File: src/rtl/hubris_run_controller.sv
// Run-control and watchdog for Hubris cores: reset sequencing, RUN cycle count, per-hart halt capture.
// Optional retired-instruction counter enabled by defining RUN_CTRL_INSTRET_EN.
module hubris_run_controller #(
  parameter int NUM_HARTS    = 1,
  parameter int CNT_WIDTH    = 32,
  parameter int RESET_CYCLES = 4,
  parameter int CYCLE_LIMIT  = 100000
) (
  input  logic                 clk,
  input  logic                 reset,
  input  logic                 start,
  input  logic                 abort,
  input  logic [NUM_HARTS-1:0] halt_in,
  output logic                 core_reset,
  output logic [1:0]           state,
  output logic [NUM_HARTS-1:0] halted_mask,
  output logic [CNT_WIDTH-1:0] cycle_count,
  output logic                 done,
  output logic                 timeout
`ifdef RUN_CTRL_INSTRET_EN
  ,
  input  logic [NUM_HARTS-1:0] retire_in,
  output logic [CNT_WIDTH-1:0] instret_count
`endif
);

  typedef enum logic [1:0] {
    IDLE     = 2'd0,
    RST_HOLD = 2'd1,
    RUN      = 2'd2,
    DONE     = 2'd3
  } state_t;

  localparam int RW = (RESET_CYCLES > 1) ? $clog2(RESET_CYCLES) : 1;
  localparam logic [RW-1:0] RST_LAST = RW'(RESET_CYCLES - 1);

  state_t          st;
  logic [RW-1:0]   rst_cnt;

  function automatic logic [CNT_WIDTH-1:0] sat_add(input logic [CNT_WIDTH-1:0] a,
                                                   input logic [CNT_WIDTH-1:0] b);
    logic [CNT_WIDTH:0] sum;
    sum = {1'b0, a} + {1'b0, b};
    return sum[CNT_WIDTH] ? {CNT_WIDTH{1'b1}} : sum[CNT_WIDTH-1:0];
  endfunction

  logic [CNT_WIDTH-1:0] cnt_inc;
  logic [NUM_HARTS-1:0] mask_nxt;
  logic                 all_halted;
  logic                 limit_hit;

  always_comb begin
    cnt_inc    = sat_add(cycle_count, CNT_WIDTH'(1));
    mask_nxt   = halted_mask | halt_in;
    all_halted = &mask_nxt;
    // Compare in 64 bits so a limit wider than the counter never falsely matches.
    limit_hit  = (CYCLE_LIMIT != 0) && (64'(cnt_inc) == 64'(CYCLE_LIMIT));
  end

`ifdef RUN_CTRL_INSTRET_EN
  logic [CNT_WIDTH-1:0] retire_cnt;
  always_comb retire_cnt = CNT_WIDTH'($countones(retire_in & ~halted_mask));
`endif

  assign state = st;

  always_ff @(posedge clk) begin
    if (reset) begin
      st          <= IDLE;
      core_reset  <= 1'b1;
      halted_mask <= '0;
      cycle_count <= '0;
      done        <= 1'b0;
      timeout     <= 1'b0;
      rst_cnt     <= '0;
`ifdef RUN_CTRL_INSTRET_EN
      instret_count <= '0;
`endif
    end else begin
      case (st)
        IDLE, DONE: begin
          if (start) begin
            st          <= RST_HOLD;
            core_reset  <= 1'b1;
            halted_mask <= '0;
            cycle_count <= '0;
            done        <= 1'b0;
            timeout     <= 1'b0;
            rst_cnt     <= '0;
`ifdef RUN_CTRL_INSTRET_EN
            instret_count <= '0;
`endif
          end
        end
        RST_HOLD: begin
          if (abort) begin
            st <= IDLE;
          end else if (rst_cnt == RST_LAST) begin
            st         <= RUN;
            core_reset <= 1'b0;
          end else begin
            rst_cnt <= rst_cnt + RW'(1);
          end
        end
        RUN: begin
          // The aborting cycle still counts as a RUN cycle.
          cycle_count <= cnt_inc;
          halted_mask <= mask_nxt;
`ifdef RUN_CTRL_INSTRET_EN
          instret_count <= sat_add(instret_count, retire_cnt);
`endif
          if (abort) begin
            st         <= IDLE;
            core_reset <= 1'b1;
          end else if (all_halted) begin
            st      <= DONE;
            done    <= 1'b1;
            timeout <= 1'b0;
          end else if (limit_hit) begin
            st      <= DONE;
            done    <= 1'b1;
            timeout <= 1'b1;
          end
        end
        default: st <= IDLE;
      endcase
    end
  end

endmodule

File: config.mk
export PLATFORM = sky130hd
export DESIGN_NAME = hubris_run_controller
export DESIGN_NICKNAME = d
export VERILOG_FILES = /design/src/rtl/hubris_run_controller.sv
export SDC_FILE = /design/constraint.sdc
export NUM_CORES = 1
export LEC_CHECK = 0
export CAP_MARGIN = 20
export CORE_ASPECT_RATIO = 0.6
export CORE_MARGIN = 10
export CORE_UTILIZATION = 55
export DETAILED_ROUTE_END_ITERATION = 10
export PLACE_DENSITY_LB_ADDON = 0.2
export SYNTH_ARGS = -nofsm -noshare
export SYNTH_HDL_FRONTEND = slang
export SYNTH_SLANG_ARGS = --single-unit
File: constraint.sdc
create_clock -name clk -period 4.2 [get_ports clk]
set_input_delay 1.26 -clock clk [delete_from_list [all_inputs] [get_ports clk]]
set_output_delay 1.26 -clock clk [all_outputs]
set_load 0.01 [all_outputs]
==> impl_metrics.json, run 1 <==
{
  "critPathRequiredTime_ns": 4.39,
  "p_leak_nw": 1.08,
  "root_buffer": "clkbuf_8",
  "worst-path-buf-inv": 0,
  "cp-start-kind": "flop",
  "drt-pass1-iter-count": 5,
  "synth_top_cell_by_area": "dfxtp_1",
  "wirelength_um": 8550,
  "syn_area_mm2": 0.00291,
  "cts_max_level": 2,
  "portBuffers": 42,
  "cp_cell_sequence": "ha_1 -> and3_1 -> nand3_2 -> o31a_1 -> or4_1 -> or4_1 -> nor4_4 -> or4_1 -> o311ai_1",
  "insertion_delay_ns": 0.31,
  "synth_seq_cells": 40,
  "die_w_um": 114,
  "cp_top_family": "simple AND/OR/NAND/NOR gates",
  "rrSetupSlack_ns": 0.64,
  "cts_setup_buffers": 0,
  "ys_top_cells_by_area": "dfxtp_1 (28%), o21ai_0 (11%), a21oi_1 (8.9%)",
  "diodes": 0,
  "vias": 3164,
  "crit_top_cell": "or4_1",
  "rsz0062_at_grt": "false",
  "drtIter0Drc": 346,
  "finalHoldViolCount": 0,
  "clk_pin_slew_ns": 0.10,
  "drive_above_1_share": 0.0745,
  "slowest_stage": "dfxtp_1",
  "fin_crit_sh": 0.846,
  "design_area_mm2": 0.00338,
  "holdBufCountCts": 0,
  "fin_setup_tns_ns": 0,
  "hold_slack_ns": 0.484,
  "synth-seq-area-share": 0.275,
  "hold-path-cell-count": 2,
  "synth_edf_count": 0,
  "ys.flop_type": "dfxtp_1",
  "synth.top_cell.area_share": 0.275,
  "r2r_cells": 9,
  "synthToLayoutAreaGrowth_pct": 16.2,
  "synth_cell_types": 59,
  "synthesis.nets": 409,
  "cts.sinks": 40,
  "antenna_found_initial": 0,
  "clock_skew_ns": 0.0108,
  "vias_per_cell": 6.56,
  "die-height_um": 76.3,
  "drv_slew": 0,
  "crit_type": "reg -> reg",
  "cts_tree": "done",
  "postCtsResizedCells": 0,
  "critPathMaxStageDelay_ns": 0.54,
  "syn_inst": 400,
  "grt_first_pass_wirelength_um": 13900,
  "min_period_ns": 3.56,
  "tightest_slew_ns": 1.06,
  "hp-class": "reg -> reg",
  "slew_headroom": 0.293,
  "grt_max_degree": 42,
  "antenna_left": 0,
  "end_kind": "flop",
  "p_per_area_mw_per_mm2": 230,
  "grt_usage": 0.186,
  "async_reset_ff_frac": 0,
  "crit_fanout": 10,
  "grt_pass1_vias": 2682,
  "detail_route.wl_per_cell_um": 17.7,
  "max-vdd-ir-drop_mv": 0.137,
  "gp_congestion": 0.904,
  "synth.avg_cell_area_um2": 7.28,
  "path_depth": 9,
  "globalRouteOverflowTotal": 0,
  "max_cap_viol_count": 0,
  "drcViolationCount": 0,
  "rows": 20,
  "clockBufferDepth": 2,
  "setup_viol": 0,
  "core_mm2": 0.00508,
  "crit_arrival_ns": 3.74,
  "start_util": 0.573,
  "status": "finished clean",
  "postPlaceCellArea_mm2": 0.00327,
  "yosys_warnings": 0,
  "io_pins": 43,
  "final_nets": 424,
  "dieArea_mm2": 0.00870,
  "timing.fmax_mhz": 281,
  "cts_made_buffers": 5,
  "place_hpwl_um": 5920
}
==> tightest hold or removal path: stages, from the launching register on <==
cell and delay, ns:
dfxtp_1 0.32, o21ai_0 0.06, a21oi_1 0.06
==> through the flow <==
stage | util | power [mW] | cells | worst slack [ns]
after floorplan | - | 0.428 | 400 | 1.27
after global placement | 0.643 | 0.448 | 474 | 0.758
after detailed placement | 0.643 | 0.448 | 474 | 0.728
after CTS | 0.666 | 0.778 | 482 | 0.722
final | 0.666 | 0.776 | 482 | 0.645
after global routing | 0.666 | 0.799 | 482 | 0.479
==> power by group <==
part           total [mW]  switching [mW]  internal, mW
logic              0.0569          0.0370        0.0199
clock network       0.336           0.156         0.179
registers           0.383         0.00200         0.381
==> cell families (layout without fill, tap and decap cells) <==
kind of cell	Yosys count	count (layout)	share of synthesized area
compound gates	143	143	0.274
xor+xnor	10	10	0.0301
fa+ha+maj	4	4	0.0172
buf+inv	47	63	0.0761
flops	40	40	0.275
mux	5	5	0.0181
simple gates	151	151	0.310
==> cells in the mapped netlist (6+ instances only) <==
cell type	number
a21oi_1	52
a31oi_1	8
and4_1	6
buf_4	10
clkbuf_1	20
dfxtp_1	40
inv_1	9
nand2_1	27
nand3_1	6
nand4_1	10
nor2_1	32
nor2b_1	6
nor3_1	10
nor4_1	12
o21ai_0	62
xnor2_1	8
==> layout make-up <==
class	count	area, um^2
Fill cell	458	1700
Sequential cell	40	801
Clock inverter	3	46.3
Inverter	9	33.8
Timing Repair Buffer	46	450
Multi-Input combinational cell	313	1900
Tap cell	66	82.6
Clock buffer	5	68.8
==> per-layer routing <==
metal	track usage	share of wire
met1	0.282	0.47
met2	0.244	0.40
met3	0.0605	0.12
met4	0.0349	0.011
met5	0	0
==> flip-flops by register name, summed over array words and instances (netlist names) <==
signal       flops
cycle_count     32
halted_mask      1
state            2
rst_cnt          2
timeout          1
core_reset       1
done             1
==> worst paths after layout <==
path / startpoint / end
min reg2reg: done / done
max: cycle_count[0] / state[1]
min: done / done
max reg2reg: cycle_count[0] / state[1]
==> layout by cell type (no fill, tap or decap), types with 8 or more instances in the layout <==
| cell | Yosys | layout |
|---|---|---|
| o21ai_0 | 62 | 62 |
| a21oi_1 | 52 | 52 |
| clkdlybuf4s50_1 | 0 | 42 |
| dfxtp_1 | 40 | 40 |
| nor2_1 | 32 | 32 |
| nand2_1 | 27 | 27 |
| nor4_1 | 12 | 11 |
| nand4_1 | 10 | 10 |
| nor3_1 | 10 | 10 |
| inv_1 | 9 | 9 |
| xnor2_1 | 8 | 8 |
| a31oi_1 | 8 | 8 |
No activity file was read; power rests on OpenSTA's default activity.
==> run 2: changes to the inputs <==
CORE_UTILIZATION = 50   (was 55)
clock period = 3 ns   (was 4.2 ns; I/O delays follow)
==> impl_metrics.json, run 2 (synthesis results as in run 1) <==
{
  "drt-pass1-iter-count": 5,
  "cp_top_family": "simple AND/OR/NAND/NOR gates",
  "clockBufferDepth": 2,
  "p_leak_nw": 1.29,
  "largest_register": "cycle_count",
  "fin_crit_sh": 0.955,
  "place_ws_ns": 0.122,
  "most-common-layout-cells": "o21ai_0 (61), a21oi_1 (52), buf_4 (43)",
  "r2r_cells": 9,
  "crit_top_cell": "or4_1",
  "p_int_mw": 0.809,
  "finalHoldViolCount": 0,
  "wirelength_um": 9480,
  "final_nets": 464,
  "power_mw": 1.07,
  "hold_slack_ns": 0.479,
  "grt_max_degree": 34,
  "io_pins": 43,
  "crit_fanout": 8,
  "cts_max_level": 2,
  "register_area_um2": 808,
  "portBuffers": 42,
  "insertion_delay_ns": 0.30,
  "slowest_stage": "or4_1",
  "switching_share": 0.247,
  "grt_usage": 0.196,
  "r2r-start": "cycle_count[0]",
  "core_mm2": 0.00560,
  "drtIter0Drc": 428,
  "hold_end": "rst_cnt[1]",
  "diodes": 0,
  "power.switching_mw": 0.265,
  "cp-start-kind": "flop",
  "start_util": 0.520,
  "p_per_area_mw_per_mm2": 287,
  "rrSetupSlack_ns": 0.14,
  "power_frac_comb": 0.076,
  "cts.sinks": 40,
  "vias": 3379,
  "max_cap_viol_count": 0,
  "drv_slew": 0,
  "rsz0062_at_grt": "false",
  "final_util": 0.669,
  "tightest_slew_ns": 0.464,
  "min_period_ns": 2.86,
  "setup_viol": 0,
  "antenna_left": 0,
  "vias_per_cell": 6.30,
  "layout_commonest_cell": "o21ai_0",
  "timing.fmax_mhz": 349,
  "clkPwrFrac": 0.424,
  "antenna_found_initial": 0,
  "grt_first_pass_wirelength_um": 15700,
  "clock_skew_ns": 0.00875,
  "dieArea_mm2": 0.00937,
  "root_buffer": "clkbuf_8",
  "die_w_um": 118,
  "grt_pass1_vias": 3126,
  "critPathMaxStageDelay_ns": 0.50,
  "crit_arrival_ns": 3.05,
  "max-vdd-ir-drop_mv": 0.155,
  "slew_headroom": 0.688,
  "cts_made_buffers": 5,
  "power_frac_seq": 0.500,
  "synthToLayoutAreaGrowth_pct": 28.6,
  "multi_input_area_mm2": 0.00193,
  "end_kind": "flop",
  "globalRouteOverflowTotal": 0,
  "fin_setup_tns_ns": 0,
  "hold-path-cell-count": 2,
  "hp-class": "reg -> reg",
  "drcViolationCount": 0,
  "die-height_um": 79.1,
  "hp-start": "rst_cnt[1]",
  "drive_above_1_share": 0.186,
  "largest_reg_flops": 32,
  "fillCellCount": 480,
  "clk_pin_slew_ns": 0.09,
  "rows": 21,
  "critPathRequiredTime_ns": 3.19,
  "r2r_end": "state[1]",
  "cts_tree": "done",
  "place_hpwl_um": 6900,
  "fin_ws_ns": 0.135,
  "detail_route.wl_per_cell_um": 17.7,
  "status": "finished clean",
  "cp_cell_sequence": "ha_2 -> and3_4 -> nand3_2 -> o31a_1 -> or4_1 -> or4_4 -> nor4_4 -> or4_1 -> o311ai_1",
  "gp_congestion": 1.01,
  "cts_setup_buffers": 0,
  "crit_type": "reg -> reg",
  "worst-path-buf-inv": 0
}
[run 2: cell count changes in the layout (fill, tap and decap cells not counted), sizes merged]
cell,before,now
clkinv,0,1
inv,10,9
buf,4,44
[run 2: worst min-delay path, delay by kind of cell (launching register included)]
kind / cells / cell delay [ns]
flip-flops: 1 / 0.32
AND/OR/NAND/NOR: 1 / 0.06
AO/OA/AOI/OAI: 1 / 0.06
[run 2: final cells by class]
class / count / area share
multi-input combinational: 313 / 0.515
timing repair buffer: 86 / 0.204
clock buffer: 5 / 0.0184
inverter: 9 / 0.00902
sequential: 40 / 0.216
tap: 80 / 0.0267
clock inverter: 3 / 0.0114
[run 2: per-stage QoR]
stage	cell area, um^2	std cells
floorplan	2910	400
global placement	3600	528
detailed placement	3600	528
CTS	3710	536
global route	3740	536
finish	3740	536
[run 2: power by group through the flow]
| stage | Combinational, mW | Clock, mW | Sequential [mW] |
|---|---|---|---|
| 2_1_floorplan | 0.0492 | 0 | 0.550 |
| 3_3_place_gp | 0.0791 | 0 | 0.549 |
| 3_5_place_dp | 0.0802 | 0 | 0.549 |
| 4_1_cts | 0.0804 | 0.453 | 0.537 |
| 5_1_grt | 0.0894 | 0.478 | 0.537 |
| 6_report | 0.0816 | 0.456 | 0.537 |
[run 2: layer usage]
layer / wire, um / up-vias / track usage
met4: 101 / 0 / 0.0570
met5: 0 / - / 0
met1: 4310 / 1571 / 0.275
met3: 1120 / 12 / 0.0530
met2: 3950 / 205 / 0.286
li1: - / 1591 / -
[run 2: timing repair]
item	4_1_cts	5_1_grt
endpoints found under the setup margin	0	3
hold buffers	0	0
gates resized for setup	0	18
endpoints found under the hold margin	0	0
[run 2: worst max-delay path by stage]
stage / startpoint / endpoint / slack [ns] / cells past startpoint
2_1_floorplan: cycle_count[1] / state[1] / 0.07 / 10
3_3_place_gp: cycle_count[0] / state[1] / 0.17 / 9
3_5_place_dp: cycle_count[0] / state[1] / 0.12 / 9
4_1_cts: cycle_count[0] / state[1] / 0.12 / 9
5_1_grt: cycle_count[13] / done / 0.005 / 8
6_report: cycle_count[0] / state[1] / 0.14 / 9
